<file path="config.mk">
export PLATFORM = sky130hd
export DESIGN_NAME = display7_scan
export DESIGN_NICKNAME = d
export VERILOG_FILES = /design/src/rtl/display_pkg.sv /design/src/rtl/display7_dec.sv /design/src/rtl/display7_scan.sv
export SDC_FILE = /design/constraint.sdc
export NUM_CORES = 1
export LEC_CHECK = 0
export ABC_CLOCK_PERIOD_IN_PS = 3250
export CORE_ASPECT_RATIO = 0.8
export CORE_MARGIN = 2
export CORE_UTILIZATION = 45
export DETAILED_ROUTE_END_ITERATION = 7
export GPL_ROUTABILITY_DRIVEN = 0
export PLACE_DENSITY = 0.77
export SLEW_MARGIN = 5
export SYNTH_ARGS = -nofsm -noshare
export SYNTH_HDL_FRONTEND = slang
export SYNTH_HIERARCHICAL = 1
export SYNTH_SLANG_ARGS = --single-unit
export TNS_END_PERCENT = 50
</file>
<file path="constraint.sdc">
create_clock -name clk -period 3.25 [get_ports clk]
set_clock_uncertainty 0.2 [all_clocks]
set_input_delay 0.325 -clock clk [delete_from_list [all_inputs] [get_ports clk]]
set_output_delay 0.325 -clock clk [all_outputs]
set_load 0.05 [all_outputs]
</file>
<file path="src/rtl/display_pkg.sv">
// Shared types and the hex-to-segment lookup for the multiplexed 7-segment driver.
package display_pkg;

  // Segment pattern ordered {g,f,e,d,c,b,a}, logical polarity (1 = lit).
  typedef logic [6:0] seg7_t;

  localparam seg7_t SEG_BLANK = 7'b000_0000;

  // Hex nibble to logical segment pattern (lower-case b and d for 11 and 13).
  function automatic seg7_t hex_to_seg(input logic [3:0] nib);
    seg7_t seg;
    case (nib)
      4'h0:    seg = 7'b011_1111;
      4'h1:    seg = 7'b000_0110;
      4'h2:    seg = 7'b101_1011;
      4'h3:    seg = 7'b100_1111;
      4'h4:    seg = 7'b110_0110;
      4'h5:    seg = 7'b110_1101;
      4'h6:    seg = 7'b111_1101;
      4'h7:    seg = 7'b000_0111;
      4'h8:    seg = 7'b111_1111;
      4'h9:    seg = 7'b110_1111;
      4'hA:    seg = 7'b111_0111;
      4'hB:    seg = 7'b111_1100;
      4'hC:    seg = 7'b011_1001;
      4'hD:    seg = 7'b101_1110;
      4'hE:    seg = 7'b111_1001;
      4'hF:    seg = 7'b111_0001;
      default: seg = SEG_BLANK;
    endcase
    return seg;
  endfunction

endpackage

</file>
<file path="src/rtl/display7_dec.sv">
// Combinational nibble to 7-segment decoder, logical (active-high) polarity.
module display7_dec
  import display_pkg::*;
(
  input  logic [3:0] nib_i,
  output seg7_t      seg_o
);

  // Pure lookup; polarity handling is left to the caller.
  always_comb begin
    seg_o = hex_to_seg(nib_i);
  end

endmodule

</file>
<file path="src/rtl/display7_scan.sv">
// Multiplexed common-anode 7-segment scanner: shadow-latched hex value,
// refresh prescaler, digit index, leading-zero blanking and registered pins.
module display7_scan
  import display_pkg::*;
#(
  parameter int N_DIGITS       = 4,
  parameter int CLK_HZ         = 27_000_000,
  parameter int REFRESH_HZ     = 1000,
  parameter bit SEG_ACTIVE_LOW = 1'b1,
  parameter bit AN_ACTIVE_LOW  = 1'b1
) (
  input  logic                  clk,
  input  logic                  rst_n,
  input  logic [4*N_DIGITS-1:0] value_i,
  input  logic                  load_i,
  input  logic [N_DIGITS-1:0]   dp_i,
  input  logic                  blank_lz_i,
  output logic [6:0]            seg_o,
  output logic                  dp_o,
  output logic [N_DIGITS-1:0]   an_o
);

  localparam int TICK_DIV = CLK_HZ / REFRESH_HZ;
  localparam int CNT_W    = $clog2(TICK_DIV);
  localparam int IDX_W    = (N_DIGITS > 1) ? $clog2(N_DIGITS) : 1;

  localparam logic [CNT_W-1:0] CNT_LAST = CNT_W'(TICK_DIV - 1);
  localparam logic [IDX_W-1:0] IDX_LAST = IDX_W'(N_DIGITS - 1);

  // Pin-level "inactive" values, used at reset.
  localparam seg7_t                SEG_OFF = SEG_ACTIVE_LOW ? 7'h7F : 7'h00;
  localparam logic                 DP_OFF  = SEG_ACTIVE_LOW ? 1'b1 : 1'b0;
  localparam logic [N_DIGITS-1:0]  AN_OFF  = AN_ACTIVE_LOW ? {N_DIGITS{1'b1}} : {N_DIGITS{1'b0}};

  logic [CNT_W-1:0]        tick_cnt_q, tick_cnt_d;
  logic [IDX_W-1:0]        idx_q, idx_d;
  logic [4*N_DIGITS-1:0]   val_q, val_d;
  logic [N_DIGITS-1:0]     dp_q, dp_d;
  logic                    blz_q, blz_d;
  seg7_t                   seg_out_q, seg_out_d;
  logic                    dp_out_q, dp_out_d;
  logic [N_DIGITS-1:0]     an_out_q, an_out_d;

  logic                    tick_s;
  logic [3:0]              nib_s;
  logic                    dp_sel_s;
  logic                    hi_nonzero_s;
  logic                    blank_s;
  seg7_t                   dec_seg_s;
  seg7_t                   seg_log_s;
  logic                    dp_log_s;
  logic [N_DIGITS-1:0]     an_log_s;

  // Prescaler wrap and digit index advance.
  always_comb begin
    tick_s     = (tick_cnt_q == CNT_LAST);
    tick_cnt_d = tick_cnt_q;
    idx_d      = idx_q;
    if (tick_s) begin
      tick_cnt_d = '0;
      if (idx_q == IDX_LAST) begin
        idx_d = '0;
      end else begin
        idx_d = idx_q + IDX_W'(1);
      end
    end else begin
      tick_cnt_d = tick_cnt_q + CNT_W'(1);
    end
  end

  // Shadow registers only follow the inputs while load_i is high.
  always_comb begin
    val_d = val_q;
    dp_d  = dp_q;
    blz_d = blz_q;
    if (load_i) begin
      val_d = value_i;
      dp_d  = dp_i;
      blz_d = blank_lz_i;
    end else begin
      val_d = val_q;
      dp_d  = dp_q;
      blz_d = blz_q;
    end
  end

  // Select the current digit's nibble and dp request, and build the one-hot anode.
  always_comb begin
    nib_s    = 4'h0;
    dp_sel_s = 1'b0;
    an_log_s = '0;
    for (int k = 0; k < N_DIGITS; k++) begin
      if (idx_q == IDX_W'(k)) begin
        nib_s       = val_q[4*k +: 4];
        dp_sel_s    = dp_q[k];
        an_log_s[k] = 1'b1;
      end else begin
        an_log_s[k] = 1'b0;
      end
    end
  end

  // A digit is a leading zero when it and every digit to its left are zero.
  always_comb begin
    hi_nonzero_s = 1'b0;
    for (int k = 0; k < N_DIGITS; k++) begin
      if ((IDX_W'(k) >= idx_q) && (val_q[4*k +: 4] != 4'h0)) begin
        hi_nonzero_s = 1'b1;
      end else begin
        hi_nonzero_s = hi_nonzero_s;
      end
    end
    blank_s = blz_q && (idx_q != '0) && !hi_nonzero_s;
  end

  display7_dec u_dec (
    .nib_i (nib_s),
    .seg_o (dec_seg_s)
  );

  // Logical output values, then pin polarity.
  always_comb begin
    if (blank_s) begin
      seg_log_s = SEG_BLANK;
      dp_log_s  = 1'b0;
    end else begin
      seg_log_s = dec_seg_s;
      dp_log_s  = dp_sel_s;
    end
    if (SEG_ACTIVE_LOW) begin
      seg_out_d = ~seg_log_s;
      dp_out_d  = ~dp_log_s;
    end else begin
      seg_out_d = seg_log_s;
      dp_out_d  = dp_log_s;
    end
    if (AN_ACTIVE_LOW) begin
      an_out_d = ~an_log_s;
    end else begin
      an_out_d = an_log_s;
    end
  end

  // State, shadow and output registers; all outputs go inactive on reset.
  always_ff @(posedge clk or negedge rst_n) begin
    if (!rst_n) begin
      tick_cnt_q <= '0;
      idx_q      <= '0;
      val_q      <= '0;
      dp_q       <= '0;
      blz_q      <= 1'b0;
      seg_out_q  <= SEG_OFF;
      dp_out_q   <= DP_OFF;
      an_out_q   <= AN_OFF;
    end else begin
      tick_cnt_q <= tick_cnt_d;
      idx_q      <= idx_d;
      val_q      <= val_d;
      dp_q       <= dp_d;
      blz_q      <= blz_d;
      seg_out_q  <= seg_out_d;
      dp_out_q   <= dp_out_d;
      an_out_q   <= an_out_d;
    end
  end

  assign seg_o = seg_out_q;
  assign dp_o  = dp_out_q;
  assign an_o  = an_out_q;

endmodule

</file>
==> results.ini <==
[detailed_routing]
drc_errors = 0
first_iter_violations = 79
ant_nets = 0
drt-wirelength-per-cell_um = 14.3
avgViaCountPerCell = 5.30
drt_wl_total_um = 4540
vias = 1685
firstDrtPassIters = 4

[status]
status = finished clean

[synth]
synth_cell_type_count = 44
syn_area_mm2 = 0.00248
synth_top_area_frac = 0.384
yosysWarnings = 6
synth_area_leader_cell = dfrtp_1
synth.yosys.seq_area_share = 0.511
syn_inst = 212
synth_edf_count = 0
synth.ff_latch_count = 50
synth_async_sr_flop_share = 1.00
synthTopCellsByArea = dfrtp_1 38%, dfstp_2 13%, mux2_2 12%, ha_1 6.6%, nand2_1 3.0%
syn-num-nets = 249
avgSynthCellArea_um2 = 11.7
ys.flop_type = dfrtp_1

[clock_network]
cts_max_path_buffers = 2
cts_tree = yes
insertion_delay_ns = 0.30
postCtsSetupBuffers = 0
cts.sink_count = 50
cts_buffers = 5
cts_max_level = 2
clkSlewWorstSetupHoldPaths_ns = 0.09
clockRootBuffer = clkbuf_8

[setup_path]
worst_path_max_delay_cell = mux4_1
ff2ff_setup_slack_ns = 0.28
end_kind = register
required_ns = 3.28
cp_cell_sequence = inv_1, ha_1, nor2b_1, a221o_1, o21ai_0, o21ai_2, inv_1, ha_1, mux4_1, nand2_1
startpoint_type = register
arrival_ns = 3.01
cp.depth = 10
path_buf_inv = 2
path_max_fanout = 6
cp_top_family = adder cells
critPathKind = reg -> reg
slowest_delay_ns = 0.50
r2r_cells = 10

[finish]
multi_input_area_mm2 = 0.00114
fin_util = 0.558
final_common_cell = dfrtp_1
antenna_cells = 0
layout_common_cells = 38 x dfrtp_1, 34 x clkdlybuf4s50_1, 26 x mux2_2
fillers = 467
final_cells = 318
drive_above_1_share = 0.237
nets = 289
area_growth_pct = 21.1
regArea_mm2 = 0.00127

[die]
die_h_um = 70.3
die_w_um = 86.9
core_area_mm2 = 0.00538
start_util = 0.461
pin_count = 36
fp-row-count = 24
dieArea_mm2 = 0.00612

[grt]
first_global_vias = 1688
grt_max_degree = 51
antenna_found_initial = 0
grt_pass1_wl_um = 7810
grt_use_total = 0.159
grt.overflow.total = 0

[timing]
whs_ns = 0.0185
fin_setup_tns_ns = 0
relSlewSlack = 0.275
rsz0062_at_grt = no
period_share = 0.915
finalCriticalPeriod_ns = 2.97
setup_violations = 0
setup_slack_ns = 0.276
hold_viol = 0
worstMarginPinSlew_ns = 1.09
slew_viol_final = 0
maxClockFrequency_mhz = 336

[power_and_ir_drop]
power.density_mw_per_mm2 = 435
leakage_nw = 1.29
ir_drop_mv = 0.212

[placed_design]
place_ws_ns = 0.0995
dpl.hpwl_um = 3340
place_inst = 310
io_buffers = 35

[run]
cap_viol_max_count = 0

[worst_hold_path]
worstHoldPathType = in -> async

==> final timing paths <==
check / start / endpoint
hold reg to reg: tick_cnt_q[0] / tick_cnt_q[0]
setup reg to reg: idx_q[0] / seg_o[3]
min in group clk: tick_cnt_q[0] / tick_cnt_q[0]
max in group asynchronous: rst_n / idx_q[0]
hold / removal: rst_n / tick_cnt_q[8]
setup / recovery: idx_q[0] / seg_o[3]
==> cell usage after synthesis, types with 4 or more instances <==
cell and number:
xnor2_1 6, nor2_1 14, mux2_2 26, ha_1 13, clkbuf_1 4, dfrtp_1 38, o21ai_0 10, xor2_1 6
inv_1 12, dfstp_2 12, nand2_1 20, nand3_1 6
==> power by group <==
part | internal, mW | leakage, nW | switching, mW
Combinational | 0.115 | 0.650 | 0.134
Clock | 0.154 | 0.0456 | 0.201
Sequential | 0.675 | 0.594 | 0.0245
==> sequential cells by signal, indices dropped and copies added, names as in the netlist <==
name        count
val_q          16
dp_o            1
an_o            4
tick_cnt_q     15
blz_q           1
idx_q           2
dp_q            4
seg_o           7
==> layout make-up <==
| type | count | share of cell area |
|---|---|---|
| sequential | 50 | 0.422 |
| inverter | 12 | 0.0150 |
| timing repair buffer | 40 | 0.128 |
| clock inverter | 2 | 0.00459 |
| multi-input combinational | 143 | 0.379 |
| clock buffer | 6 | 0.0242 |
| tap | 65 | 0.0271 |
==> repair_timing <==
item                                    CTS  global route
endpoints found under the setup margin    0             6
gates resized for setup                   0             4
hold buffers                              0             0
==> layer usage <==
metal | vias up | part of all wire | global-route usage | wire length [um]
li1 | 820 | - | - | -
met1 | 824 | 0.50 | 0.229 | 2260
met2 | 41 | 0.46 | 0.244 | 2090
met3 | 0 | 0.044 | 0.0378 | 200
met4 | 0 | 0 | 0.0330 | 0
met5 | - | 0 | 0 | 0
==> per-stage QoR <==
step,instance area [um2],total power [mW]
after floorplan,2480,0.864
after global placement,2900,0.952
after detailed placement,2900,0.959
after CTS,2990,1.31
after global routing,3000,1.36
final,3000,1.30
==> cell families after synthesis <==
family,after synthesis,synth area share
AND/OR/NAND/NOR,65,0.141
flip-flops,50,0.511
multiplexers,29,0.137
AO/OA/AOI/OAI,24,0.0692
buffers and inverters,19,0.0328
adder cells (fa/ha/maj),13,0.0657
XOR/XNOR,12,0.0424
No activity file was read; power rests on OpenSTA's default activity.
